===== src/rtl/hazard_flush_ctrl_if.sv =====
// IF/ID hazard sequencer bundle: hazard/redirect/imem inputs in, flush/stall enables and debug counters out.
// master drives the pipeline-side inputs, slave is the sequencer.
interface hazard_flush_ctrl_if #(
  parameter int CNT_W = 16
);
  logic [4:0]       id_rs1_addr_in;
  logic [4:0]       id_rs2_addr_in;
  logic             id_uses_rs1_in;
  logic             id_uses_rs2_in;
  logic [4:0]       ex_rd_addr_in;
  logic             ex_mem_read_in;
  logic             redirect_in;
  logic             imem_ready_in;
  logic             flush_o;
  logic             pc_stall_o;
  logic             ifid_stall_o;
  logic             idex_bubble_o;
  logic [1:0]       state_o;
  logic [CNT_W-1:0] flush_cnt_o;
  logic [CNT_W-1:0] stall_cnt_o;

  modport master (
    output id_rs1_addr_in, id_rs2_addr_in, id_uses_rs1_in, id_uses_rs2_in,
    output ex_rd_addr_in, ex_mem_read_in, redirect_in, imem_ready_in,
    input  flush_o, pc_stall_o, ifid_stall_o, idex_bubble_o,
    input  state_o, flush_cnt_o, stall_cnt_o
  );

  modport slave (
    input  id_rs1_addr_in, id_rs2_addr_in, id_uses_rs1_in, id_uses_rs2_in,
    input  ex_rd_addr_in, ex_mem_read_in, redirect_in, imem_ready_in,
    output flush_o, pc_stall_o, ifid_stall_o, idex_bubble_o,
    output state_o, flush_cnt_o, stall_cnt_o
  );
endinterface


===== src/rtl/hazard_flush_ctrl.sv =====
// IF/ID sequencer: redirect flush, load-use stall+bubble, imem wait; outputs are zero-latency from state+inputs.
// Backpressure: holds PC (and IF/ID on load-use) while stalled; saturating debug counters of flush/stall events.
module hazard_flush_ctrl #(
  parameter int FLUSH_CYCLES    = 2,
  parameter int LU_STALL_CYCLES = 1,
  parameter int CNT_W           = 16
) (
  input  logic               clk_in,
  input  logic               rst_in,
  hazard_flush_ctrl_if.slave bus
);

  typedef enum logic [1:0] {
    ST_RUN       = 2'd0,
    ST_LU_STALL  = 2'd1,
    ST_FLUSH     = 2'd2,
    ST_IMEM_WAIT = 2'd3
  } state_e;

  localparam int MAXC = (FLUSH_CYCLES > LU_STALL_CYCLES) ? FLUSH_CYCLES : LU_STALL_CYCLES;
  localparam int CW   = (MAXC < 2) ? 1 : $clog2(MAXC + 1);
  localparam logic [CW-1:0] FLUSH_LOAD = CW'(FLUSH_CYCLES - 1);
  localparam logic [CW-1:0] LU_LOAD    = CW'(LU_STALL_CYCLES - 1);
  localparam logic [CW-1:0] CNT_ONE    = CW'(1);
  localparam logic [CNT_W-1:0] CNT_MAX = {CNT_W{1'b1}};

  state_e           state_q, state_d;
  logic [CW-1:0]    cnt_q, cnt_d;
  logic [CNT_W-1:0] flush_cnt_q, flush_cnt_d;
  logic [CNT_W-1:0] stall_cnt_q, stall_cnt_d;

  logic lu_hz;
  logic flush, pc_stall, ifid_stall, idex_bubble;
  logic stall_inc;

  assign lu_hz = bus.ex_mem_read_in && (bus.ex_rd_addr_in != 5'd0) &&
                 ((bus.id_uses_rs1_in && (bus.id_rs1_addr_in == bus.ex_rd_addr_in)) ||
                  (bus.id_uses_rs2_in && (bus.id_rs2_addr_in == bus.ex_rd_addr_in)));

  always_comb begin
    state_d     = state_q;
    cnt_d       = cnt_q;
    flush       = 1'b0;
    pc_stall    = 1'b0;
    ifid_stall  = 1'b0;
    idex_bubble = 1'b0;

    if (bus.redirect_in) begin
      // A redirect wins from every state, including a reload while already flushing.
      flush = 1'b1;
      if (FLUSH_CYCLES > 1) begin
        state_d = ST_FLUSH;
        cnt_d   = FLUSH_LOAD;
      end else begin
        state_d = ST_RUN;
      end
    end else begin
      case (state_q)
        ST_RUN: begin
          if (lu_hz) begin
            pc_stall    = 1'b1;
            ifid_stall  = 1'b1;
            idex_bubble = 1'b1;
            if (LU_STALL_CYCLES > 1) begin
              state_d = ST_LU_STALL;
              cnt_d   = LU_LOAD;
            end
          end else if (!bus.imem_ready_in) begin
            pc_stall = 1'b1;
            flush    = 1'b1;
            state_d  = ST_IMEM_WAIT;
          end
        end
        ST_LU_STALL: begin
          pc_stall    = 1'b1;
          ifid_stall  = 1'b1;
          idex_bubble = 1'b1;
          if (cnt_q == CNT_ONE) begin
            state_d = ST_RUN;
          end else begin
            cnt_d = cnt_q - CNT_ONE;
          end
        end
        ST_FLUSH: begin
          // ID already holds a NOP here, so a load-use match is not a real hazard.
          flush = 1'b1;
          if (cnt_q == CNT_ONE) begin
            state_d = bus.imem_ready_in ? ST_RUN : ST_IMEM_WAIT;
          end else begin
            cnt_d = cnt_q - CNT_ONE;
          end
        end
        default: begin
          if (bus.imem_ready_in) begin
            state_d = ST_RUN;
          end else begin
            pc_stall = 1'b1;
            flush    = 1'b1;
          end
        end
      endcase
    end
  end

  assign stall_inc = (pc_stall && !flush) || (state_q == ST_IMEM_WAIT);

  always_comb begin
    flush_cnt_d = flush_cnt_q;
    stall_cnt_d = stall_cnt_q;
    if (bus.redirect_in && (flush_cnt_q != CNT_MAX)) begin
      flush_cnt_d = flush_cnt_q + 1'b1;
    end
    if (stall_inc && (stall_cnt_q != CNT_MAX)) begin
      stall_cnt_d = stall_cnt_q + 1'b1;
    end
  end

  always_ff @(posedge clk_in or negedge rst_in) begin
    if (!rst_in) begin
      state_q     <= ST_RUN;
      cnt_q       <= '0;
      flush_cnt_q <= '0;
      stall_cnt_q <= '0;
    end else begin
      state_q     <= state_d;
      cnt_q       <= cnt_d;
      flush_cnt_q <= flush_cnt_d;
      stall_cnt_q <= stall_cnt_d;
    end
  end

  // Reset forces the decode mux to NOP and releases every stall.
  assign bus.flush_o       = !rst_in || flush;
  assign bus.pc_stall_o    = rst_in && pc_stall;
  assign bus.ifid_stall_o  = rst_in && ifid_stall;
  assign bus.idex_bubble_o = rst_in && idex_bubble;
  assign bus.state_o       = state_q;
  assign bus.flush_cnt_o   = flush_cnt_q;
  assign bus.stall_cnt_o   = stall_cnt_q;

endmodule

===== src/flat_wrapper.sv =====
// flat-port wrapper written by rule: the top's interface ports become plain ports
module hazard_flush_ctrl_flat 
#(
  parameter int FLUSH_CYCLES    = 2,
  parameter int LU_STALL_CYCLES = 1,
  parameter int CNT_W           = 16
)
  (clk_in, rst_in, bus_id_rs1_addr_in, bus_id_rs2_addr_in, bus_id_uses_rs1_in, bus_id_uses_rs2_in, bus_ex_rd_addr_in, bus_ex_mem_read_in, bus_redirect_in, bus_imem_ready_in, bus_flush_o, bus_pc_stall_o, bus_ifid_stall_o, bus_idex_bubble_o, bus_state_o, bus_flush_cnt_o, bus_stall_cnt_o);
  hazard_flush_ctrl_if #(.CNT_W(CNT_W)) bus_i ();
  input  logic clk_in;
  input  logic rst_in;
  input wire logic [$bits(bus_i.id_rs1_addr_in)-1:0] bus_id_rs1_addr_in;
  input wire logic [$bits(bus_i.id_rs2_addr_in)-1:0] bus_id_rs2_addr_in;
  input wire logic [$bits(bus_i.id_uses_rs1_in)-1:0] bus_id_uses_rs1_in;
  input wire logic [$bits(bus_i.id_uses_rs2_in)-1:0] bus_id_uses_rs2_in;
  input wire logic [$bits(bus_i.ex_rd_addr_in)-1:0] bus_ex_rd_addr_in;
  input wire logic [$bits(bus_i.ex_mem_read_in)-1:0] bus_ex_mem_read_in;
  input wire logic [$bits(bus_i.redirect_in)-1:0] bus_redirect_in;
  input wire logic [$bits(bus_i.imem_ready_in)-1:0] bus_imem_ready_in;
  output wire logic [$bits(bus_i.flush_o)-1:0] bus_flush_o;
  output wire logic [$bits(bus_i.pc_stall_o)-1:0] bus_pc_stall_o;
  output wire logic [$bits(bus_i.ifid_stall_o)-1:0] bus_ifid_stall_o;
  output wire logic [$bits(bus_i.idex_bubble_o)-1:0] bus_idex_bubble_o;
  output wire logic [$bits(bus_i.state_o)-1:0] bus_state_o;
  output wire logic [$bits(bus_i.flush_cnt_o)-1:0] bus_flush_cnt_o;
  output wire logic [$bits(bus_i.stall_cnt_o)-1:0] bus_stall_cnt_o;
  assign bus_i.id_rs1_addr_in = bus_id_rs1_addr_in;
  assign bus_i.id_rs2_addr_in = bus_id_rs2_addr_in;
  assign bus_i.id_uses_rs1_in = bus_id_uses_rs1_in;
  assign bus_i.id_uses_rs2_in = bus_id_uses_rs2_in;
  assign bus_i.ex_rd_addr_in = bus_ex_rd_addr_in;
  assign bus_i.ex_mem_read_in = bus_ex_mem_read_in;
  assign bus_i.redirect_in = bus_redirect_in;
  assign bus_i.imem_ready_in = bus_imem_ready_in;
  assign bus_flush_o = bus_i.flush_o;
  assign bus_pc_stall_o = bus_i.pc_stall_o;
  assign bus_ifid_stall_o = bus_i.ifid_stall_o;
  assign bus_idex_bubble_o = bus_i.idex_bubble_o;
  assign bus_state_o = bus_i.state_o;
  assign bus_flush_cnt_o = bus_i.flush_cnt_o;
  assign bus_stall_cnt_o = bus_i.stall_cnt_o;
  hazard_flush_ctrl #(.FLUSH_CYCLES(FLUSH_CYCLES), .LU_STALL_CYCLES(LU_STALL_CYCLES), .CNT_W(CNT_W)) u_core (.clk_in(clk_in), .rst_in(rst_in), .bus(bus_i));
endmodule

===== config.mk =====
export PLATFORM = sky130hd
export DESIGN_NAME = hazard_flush_ctrl_flat
export DESIGN_NICKNAME = d
export VERILOG_FILES = /design/src/rtl/hazard_flush_ctrl_if.sv /design/src/rtl/hazard_flush_ctrl.sv /design/src/flat_wrapper.sv
export SDC_FILE = /design/constraint.sdc
export NUM_CORES = 1
export LEC_CHECK = 0
export ABC_AREA = 1
export CORE_UTILIZATION = 46
export DETAILED_ROUTE_END_ITERATION = 6
export MAX_ROUTING_LAYER = met4
export PLACE_DENSITY = 0.84
export SLEW_MARGIN = 20
export SYNTH_ARGS = -nofsm -noshare
export SYNTH_HDL_FRONTEND = slang
export SYNTH_SLANG_ARGS = --single-unit

===== constraint.sdc =====
create_clock -name clk_in -period 2.8 [get_ports clk_in]
set_clock_uncertainty 0.2 [all_clocks]
set_input_delay 0.28 -clock clk_in [delete_from_list [all_inputs] [get_ports clk_in]]
set_output_delay 0.28 -clock clk_in [all_outputs]
set_load 0.05 [all_outputs]

Yosys cells after proc, flatten, opt, wreduce, memory -nomap -nowiden:

Cells that the tools add are included.

* register bits: 36
* bits in latches: 0
* bits in writable memories: 0
* ROM bits: 0
* input port bits: 22
* output and inout port bits: 38
* word-level logic and storage cells: 62
* memories: 0

* add/subtract/negate cells: 3
* $mul: 0
* divide/modulo/power cells: 0
* $lt $le $gt $ge: 0
* equality and inequality tests: 13
* shift-type cells: 0
* multiplexer cells: 21
* bitwise logic cells: 0
* reductions and logical operators: 21

Operator list (number)
* $add 16x1->16 const B: 2
* $ne 16x16->1 const B: 2
* $mux 2: 10
* $eq 5x5->1: 2
* $reduce_bool 5->1: 2
* $logic_and 1x1->1: 9
* $mux 1: 7
* $ne 3x2->1 const B: 2
* $ne 3x3->1 const B: 2
* $pmux 1 s3: 2
* $pmux 2 s3: 1
* $reduce_and 5->1: 1
* $eq 2x1->1 const B: 2
* $eq 2x2->1 const B: 2
* $logic_or 1x1->1: 3
* $logic_not 1->1: 2
* $logic_not 2->1: 1
* $ne 2x2->1 const B: 1
* $pmux 1 s2: 1
* $reduce_and 2->1: 1
* $reduce_bool 2->1: 1
* $reduce_or 2->1: 1
* $sub 2x1->2 const B: 1

Depth between registers and ports, before layout:

Gate-level depths: netlist (run 1).

* word-level depth: 11
* gate-level depth with buffers: 14
* mapped depth without buffers: 13

Worst setup path before layout (run 1):

OpenSTA, ideal clock, no wires.

* path type: register -> output
* from: register u_core.state_q[1] (netlist: u_core.bus.state_o[1])
* to: output bus_ifid_stall_o
* arrival time: 2726 ps
* data required time: 2320 ps
* setup slack: -406 ps
* stages on the path, launching flop included: 6
* path buffers: 1
* cell sequence: dfrtp_1 inv_1 ha_1 nand3_2 a211oi_1 buf_4

* longest elaborated chain between the ends: 4
* elaborated cells between the ends (all ways): 5
* classes of those cells: 1 x eq/ne; 2 x mux; 2 x reduce/logical

RTL lines
* start: declaration: line hazard_flush_ctrl.sv:27 `state_e state_q, state_d;`
* start signal: assignment: line hazard_flush_ctrl.sv:125 `state_q <= state_d;`
* $eq 2x1->1 or $logic_not 2->1 (tied branches)
* $pmux 1 s2 (*)
* $mux 1 (*)
* $logic_and 1x1->1 (*)
* end: declaration: line flat_wrapper.sv:22 `output wire logic [$bits(bus_i.ifid_stall_o)-1:0] bus_ifid_stall_o;`

Every way passes the cells marked *; elsewhere a longest branch is shown, timed or not.

Worst setup path in the final report (run 1):

* from: input bus_ex_rd_addr_in[4]
* to: output bus_idex_bubble_o

* longest elaborated chain between the ends: 8
* elaborated cells between the ends (all ways): 12
* classes of those cells: 2 x eq/ne; 3 x mux; 7 x reduce/logical

RTL lines
* start: declaration: line flat_wrapper.sv:16 `input wire logic [$bits(bus_i.ex_rd_addr_in)-1:0] bus_ex_rd_addr_in;`
* $eq 5x5->1 (on tied branches): line hazard_flush_ctrl.sv:37, hazard_flush_ctrl.sv:38
* $logic_and 1x1->1 (on tied branches): line hazard_flush_ctrl.sv:37, hazard_flush_ctrl.sv:38
* $logic_or 1x1->1: line hazard_flush_ctrl.sv:37 `((bus.id_uses_rs1_in && (bus.id_rs1_addr_in == bus.ex_rd_addr_in)) ||`
* $logic_and 1x1->1 (*): line hazard_flush_ctrl.sv:36 `assign lu_hz = bus.ex_mem_read_in && (bus.ex_rd_addr_in != 5'd0) &&`
* $mux 1 (*): line hazard_flush_ctrl.sv:60 `if (lu_hz) begin`
* $pmux 1 s2 (*): line hazard_flush_ctrl.sv:58 `case (state_q)`
* $mux 1 (*): line hazard_flush_ctrl.sv:48 `if (bus.redirect_in) begin`
* $logic_and 1x1->1 (*): line hazard_flush_ctrl.sv:136 `assign bus.idex_bubble_o = rst_in && idex_bubble;`
* end: declaration: line flat_wrapper.sv:23 `output wire logic [$bits(bus_i.idex_bubble_o)-1:0] bus_idex_bubble_o;`

Marks and branches as above.

==> metrics, run 1 <==
status=finished clean; die width=74.53 um; EDFF count, synth=0; sequential share of power=33.1%; syn_area_per_cell=7.180 um2; final net count=430; layout cells sized above 1=7.960%; Max Clock Freq=407.3 MHz; aggregate negative setup slack=0 ns; syn_nets=366; CTS max path bufs=2; drt pass-1 iters=4; clock root buffer=clkbuf_8; Post-Syn Instances=337; Internal Power=1.213 mW; WL final=5.590 mm; CP max FO=4; Warnings, synthesis=0; H-tree depth=2; worst-case reg-to-reg path depth=10; CP max-delay cell=clkdlybuf4s50_1; RSZ-0062 raised after global routing=no; total number of vias=2325; Distinct cells, synth=28; Hold WC Path Type=reg -> reg; # Post-CTS Setup Buffers=0; DR DRC count=0; dpl cells=463; Clock Pin Slew Worst Setup and Hold Paths=0.07 ns; first-pass GRT wire length=9.384 mm; Vias per Instance=4.926; # diodes=0; fillcell total=450; sw frac=45.91%; fin. max-slew vios=0; most frequently used flop master after synthesis=dfrtp_1; post-synthesis cell type with the largest combined area=dfrtp_1; GPL Wtd Cong=0.8735; final hold vios=0; worst path required time=2.32 ns; asr flop ratio synth=100.0%; Die ar.=5555 um2; CTS tree=yes; crit-path cells=clkdlybuf4s50_1 > inv_2 > nand2_1 > nand2_1 > nor2_1 > nand3_1 > nand2_2 > nand3_2 > a211oi_2 > buf_12; commonest non-fill, non-tap cell in the layout=nand2_1; initial core utilization=47.68%; Final period util=87.68%; I/O Buffers=59; hold path depth=1; Psw=1.030 mW; most frequent cells in the layout=nand2_1, clkdlybuf4s50_1, inv_1; global router's overall resource usage=22.51%; final core occ=63.21%; initial antenna violation count=0; worst setup margin=0.3450 ns; vias in the first global route=2227; clock group share of total power=17.0%; Detail Placement HPWL=4.241 mm; largest net degree at the start of global routing=38; remaining antenna violation count=0; crit end category=output port; final critical-path required period=2.455 ns; Critical Path Start Type=input port; P_leak=1.542 nW; FF+latch count, synth=36; area delta synth->final=32.58%; worst-skew pair later-pin latency=0.28 ns; Synth area leaders=dfrtp_1, nand2_1, inv_1; Final setup viols=0; Die Y=74.53 um; routed length per instance=11.84 um; Power Density=699.2 nW/um2; core area=5075 um2; final cell count without fillers=472; DRT iter0 DRCs=135; TritonCTS Sinks=36; worst vdd ir=0.0005655 V; Worst Path Arrival=1.98 ns; Comb pwr share=49.8%; most used cell, CP=nand2_1; Syn Std Cell Area=2420 um2; Max Cap Viol=0; Slew @ Worst Pin=0.5094 ns; total CTS buffers=5; sequential share of the synthesized area=37.23%; global-route congestion overflow total=0; Resize count post-CTS=0; top cell type's share of synthesized area=37.23%; relative slew slack=65.93%; Setup CP Type=in -> out; Placement Setup Slack=0.2918 ns; CP max stage delay=0.54 ns; Core Rows=26; I/O pins=60
[layout make-up]
class / count / area [um2] / area share (%)
multi-input combinational: 248 / 1295 / 40.37
sequential: 36 / 900.9 / 28.08
timing repair buffer: 63 / 658.1 / 20.51
inverter: 47 / 176.4 / 5.499
clock buffer: 8 / 90.09 / 2.808
tap: 70 / 87.58 / 2.730
[path summary, 6_finish.rpt]
path                                            from                        end  slack [ns]
max                             bus_ex_rd_addr_in[4]          bus_idex_bubble_o        0.34
min                        u_core.bus.flush_cnt_o[8]  u_core.bus.flush_cnt_o[8]        0.32
max reg2reg                u_core.bus.stall_cnt_o[0]  u_core.bus.stall_cnt_o[9]        0.52
min reg2reg                u_core.bus.flush_cnt_o[8]  u_core.bus.flush_cnt_o[8]        0.32
max in group asynchronous                     rst_in  u_core.bus.flush_cnt_o[7]        1.66
min in group asynchronous                     rst_in  u_core.bus.stall_cnt_o[9]        0.40
[cells by family (layout without fill, tap and decap cells)]
logic type      after synthesis  in the layout  synth area share, %
buf+inv                      53            118                9.461
fa+ha+maj                     7              7                3.619
compound gates               17             17                4.705
flops                        36             36                37.23
simple gates                201            201                36.56
mux                           1              1               0.4653
xor+xnor                     22             22                7.963
[per-layer routing]
layer / vias to the layer above / GRT usage, % / part of all wire (%)
li1: 1181 / - / -
met1: 1072 / 27.62 / 44
met2: 68 / 36.94 / 50
met3: 4 / 3.930 / 4.8
met4: 0 / 8.595 / 0.79
met5: - / - / 0
[state kept, by name, indices dropped and copies added, names as in the netlist]
register                cells
u_core.bus.state_o          2
u_core.cnt_q                2
u_core.bus.stall_cnt_o     16
u_core.bus.flush_cnt_o     16
[through the flow]
stage,power [mW],area [um2],hold slack (ns)
floorplan,1.541,2425,-0.2156
global placement,1.844,3108,0.1853
detailed placement,1.875,3108,0.1955
CTS,2.262,3208,0.3234
global route,2.396,3208,0.3441
finish,2.243,3208,0.3228
[cell usage after synthesis (4+ instances only)]
cell,count
a21oi_1,4
dfrtp_1,36
ha_1,7
inv_1,43
inv_2,4
nand2_1,111
nand2_2,5
nand3_1,30
nand4_1,4
nor2_1,34
nor3_1,6
nor4_1,4
o21ai_0,7
xnor2_1,8
xor2_1,14
[repair_timing]
action / 4_1_cts / 5_1_grt
hold endpoints to repair: 36 / 0
hold buffers: 1 / 0
setup endpoints to repair: 0 / 0
[critical path, delay by kind of cell]
kind,cells,cell delay (ns)
buffers and inverters,3,0.79
and+or+nand+nor,6,0.49
AOI/OAI and AO/OA,1,0.41
[power by group through the flow]
stage | clock network [mW] | logic (mW) | registers, mW
after floorplan | 0 | 0.516 | 1.02
after global placement | 0 | 1.10 | 0.748
after detailed placement | 0 | 1.12 | 0.753
after CTS | 0.389 | 1.13 | 0.745
after global routing | 0.414 | 1.22 | 0.763
final | 0.382 | 1.12 | 0.743
Power figures use the tool's default switching activity.
==> inputs of run 2 (changes only) <==
- GPL_TIMING_DRIVEN: not set -> 0
==> metrics, run 2 (synthesis gave the netlist of run 1 again) <==
status=finished clean; crit-path cells=clkdlybuf4s50_1 > inv_2 > nand2_1 > nand2_1 > nor2_1 > nand3_1 > nand2_2 > nand3_2 > a211oi_2 > buf_4 > clkdlybuf4s15_1; CP max-delay cell=clkdlybuf4s50_1; RSZ-0062 raised after global routing=no; global router's overall resource usage=23.15% (+0.64 points); Max Clock Freq=379.2 MHz (-6.9%); initial core utilization=47.68% (unchanged); Placement Setup Slack=-0.1575 ns (-0.4493 ns); WL final=5.655 mm (+1.2%); Slew @ Worst Pin=0.5110 ns (+0.001605 ns); final critical-path required period=2.637 ns (+0.1823 ns); CP max FO=4 (unchanged); remaining antenna violation count=0 (unchanged); Comb pwr share=48.6% (-1.2 points); Vias per Instance=4.878 (-0.97%); Psw=1.050 mW (+2.0%); CTS max path bufs=2 (unchanged); core area=5075 um2 (unchanged); worst-skew pair later-pin latency=0.29 ns (about the same); die width=74.53 um (unchanged); clock group share of total power=19.5% (+2.5 points); # diodes=0 (unchanged); I/O pins=60 (unchanged); worst vdd ir=0.0006377 V (+13%); worst path required time=2.32 ns (about the same); sw frac=44.90% (-1.0 points); relative slew slack=65.83% (-0.11 points); Die ar.=5555 um2 (unchanged); Critical Path Start Type=input port; commonest non-fill, non-tap cell in the layout=nand2_1; first-pass GRT wire length=9.404 mm (+0.21%); H-tree depth=2 (unchanged); drt pass-1 iters=4 (unchanged); Final period util=94.19% (+6.5 points); sequential share of power=31.9% (-1.2 points); Internal Power=1.289 mW (+6.2%); area delta synth->final=33.56%; Max Cap Viol=0 (unchanged); Die Y=74.53 um (unchanged); fin. max-slew vios=0 (unchanged); DR DRC count=0 (unchanged); DRT iter0 DRCs=106 (-21%); area of placed instances=3118 um2 (+0.32%); GPL Wtd Cong=0.9016 (+3.2%); Overall Power=2.340 mW (+4.3%); vias in the first global route=2119 (-4.8%); P_leak=1.565 nW (+1.5%); most used cell, CP=nand2_1; Hold WC Path Type=in -> async; Worst Path Arrival=2.16 ns (+0.18 ns); TritonCTS Sinks=36 (unchanged); total number of vias=2322 (-0.13%); Clock Pin Slew Worst Setup and Hold Paths=0.08 ns (about the same); post-route cell area=3232 um2 (+0.74%); CTS tree=yes; final core occ=63.68% (+0.47 points); initial antenna violation count=0 (unchanged); crit-path leading delay family=buffers and inverters; global-route congestion overflow total=0 (unchanged); crit end category=output port; Final setup viols=0 (unchanged); total CTS buffers=5 (unchanged); Core Rows=26 (unchanged); most frequent cells in the layout=nand2_1, clkdlybuf4s50_1, inv_1; layout cells sized above 1=8.374% (+0.41 points); routed length per instance=11.88 um (+0.31%); final net count=434 (+0.93%); CP bufs+invs=4 (+1); Setup CP Type=in -> out; largest net degree at the start of global routing=26 (-32%); worst setup margin=0.1627 ns (-0.1823 ns); clock root buffer=clkbuf_8; Detail Placement HPWL=4.320 mm (+1.9%); Hold WS=0.2483 ns (-0.07449 ns); Power Density=723.9 nW/um2 (+3.5%); final hold vios=0 (unchanged); CP max stage delay=0.53 ns (about the same); I/O Buffers=59 (unchanged)
[run 2: cell count changes in the layout (fill, tap and decap cells not counted), sizes merged]
cell           delta
dlygate4sd2       +2
buf               -1
bufinv            +1
clkbuf            -1
clkdlybuf4s15     +1
clkinv            +1
clkinvlp          +1
[run 2: final cells by class]
type / count / area (um2)
Multi-Input combinational cell: 248 / 1295
Sequential cell: 36 / 900.9
Tap cell: 70 / 87.58
Timing Repair Buffer: 61 / 608.1
Clock buffer: 5 / 68.82
Buffer: 6 / 52.55
Fill cell: 484 / 1843
Clock inverter: 3 / 42.54
Inverter: 47 / 176.4
[run 2: metrics by stage]
stage               cells  setup TNS (ns)
finish                476               0
global route          476               0
CTS                   476               0
detailed placement    467         -0.3936
global placement      466          -3.454
floorplan             337               0
[run 2: worst paths after layout]
check                           cells after the start  slack, ns                          to                       start
worst min-delay path                                2       0.25  u_core.bus.stall_cnt_o[10]                      rst_in
worst max register to register                      7       0.59   u_core.bus.stall_cnt_o[7]   u_core.bus.stall_cnt_o[0]
worst max-delay path                               11       0.16            bus_ifid_stall_o        bus_ex_rd_addr_in[4]
min in group clk_in                                 1       0.34  u_core.bus.flush_cnt_o[14]  u_core.bus.flush_cnt_o[14]
max in group asynchronous                           3       1.71   u_core.bus.flush_cnt_o[9]                      rst_in
worst min register to register                      1       0.34  u_core.bus.flush_cnt_o[14]  u_core.bus.flush_cnt_o[14]
[run 2: timing repair]
action,CTS,global route
hold buffers,1,0
resized for setup,4,3
endpoints found under the setup margin,4,2
buffers inserted,0,0
hold endpoints to repair,36,0
[run 2: routing by layer]
| layer | track usage (%) | vias up | part of all wire (%) |
|---|---|---|---|
| met5 | - | - | 0 |
| met4 | 7.757 | 0 | 1.2 |
| met3 | 4.878 | 6 | 5.0 |
| met2 | 38.64 | 52 | 50 |
| met1 | 27.78 | 1072 | 44 |
| li1 | - | 1192 | - |
[run 2: worst register-to-register path: stages, from the launching register on]
cell and delay, ns:
dfrtp_1 0.45, ha_1 0.22, nand2_1 0.11, nor3_4 0.32, nand4_1 0.27, clkbuf_1 0.31, nand3_1 0.16, nand2_1 0.06
[run 2: power groups by stage]
stage	clock network, mW	logic [mW]	registers (mW)
5_1_grt	0.491	1.24	0.761
6_report	0.457	1.14	0.745
4_1_cts	0.469	1.15	0.745
2_1_floorplan	0	0.516	1.02
3_5_place_dp	0	1.14	0.752
3_3_place_gp	0	1.12	0.751
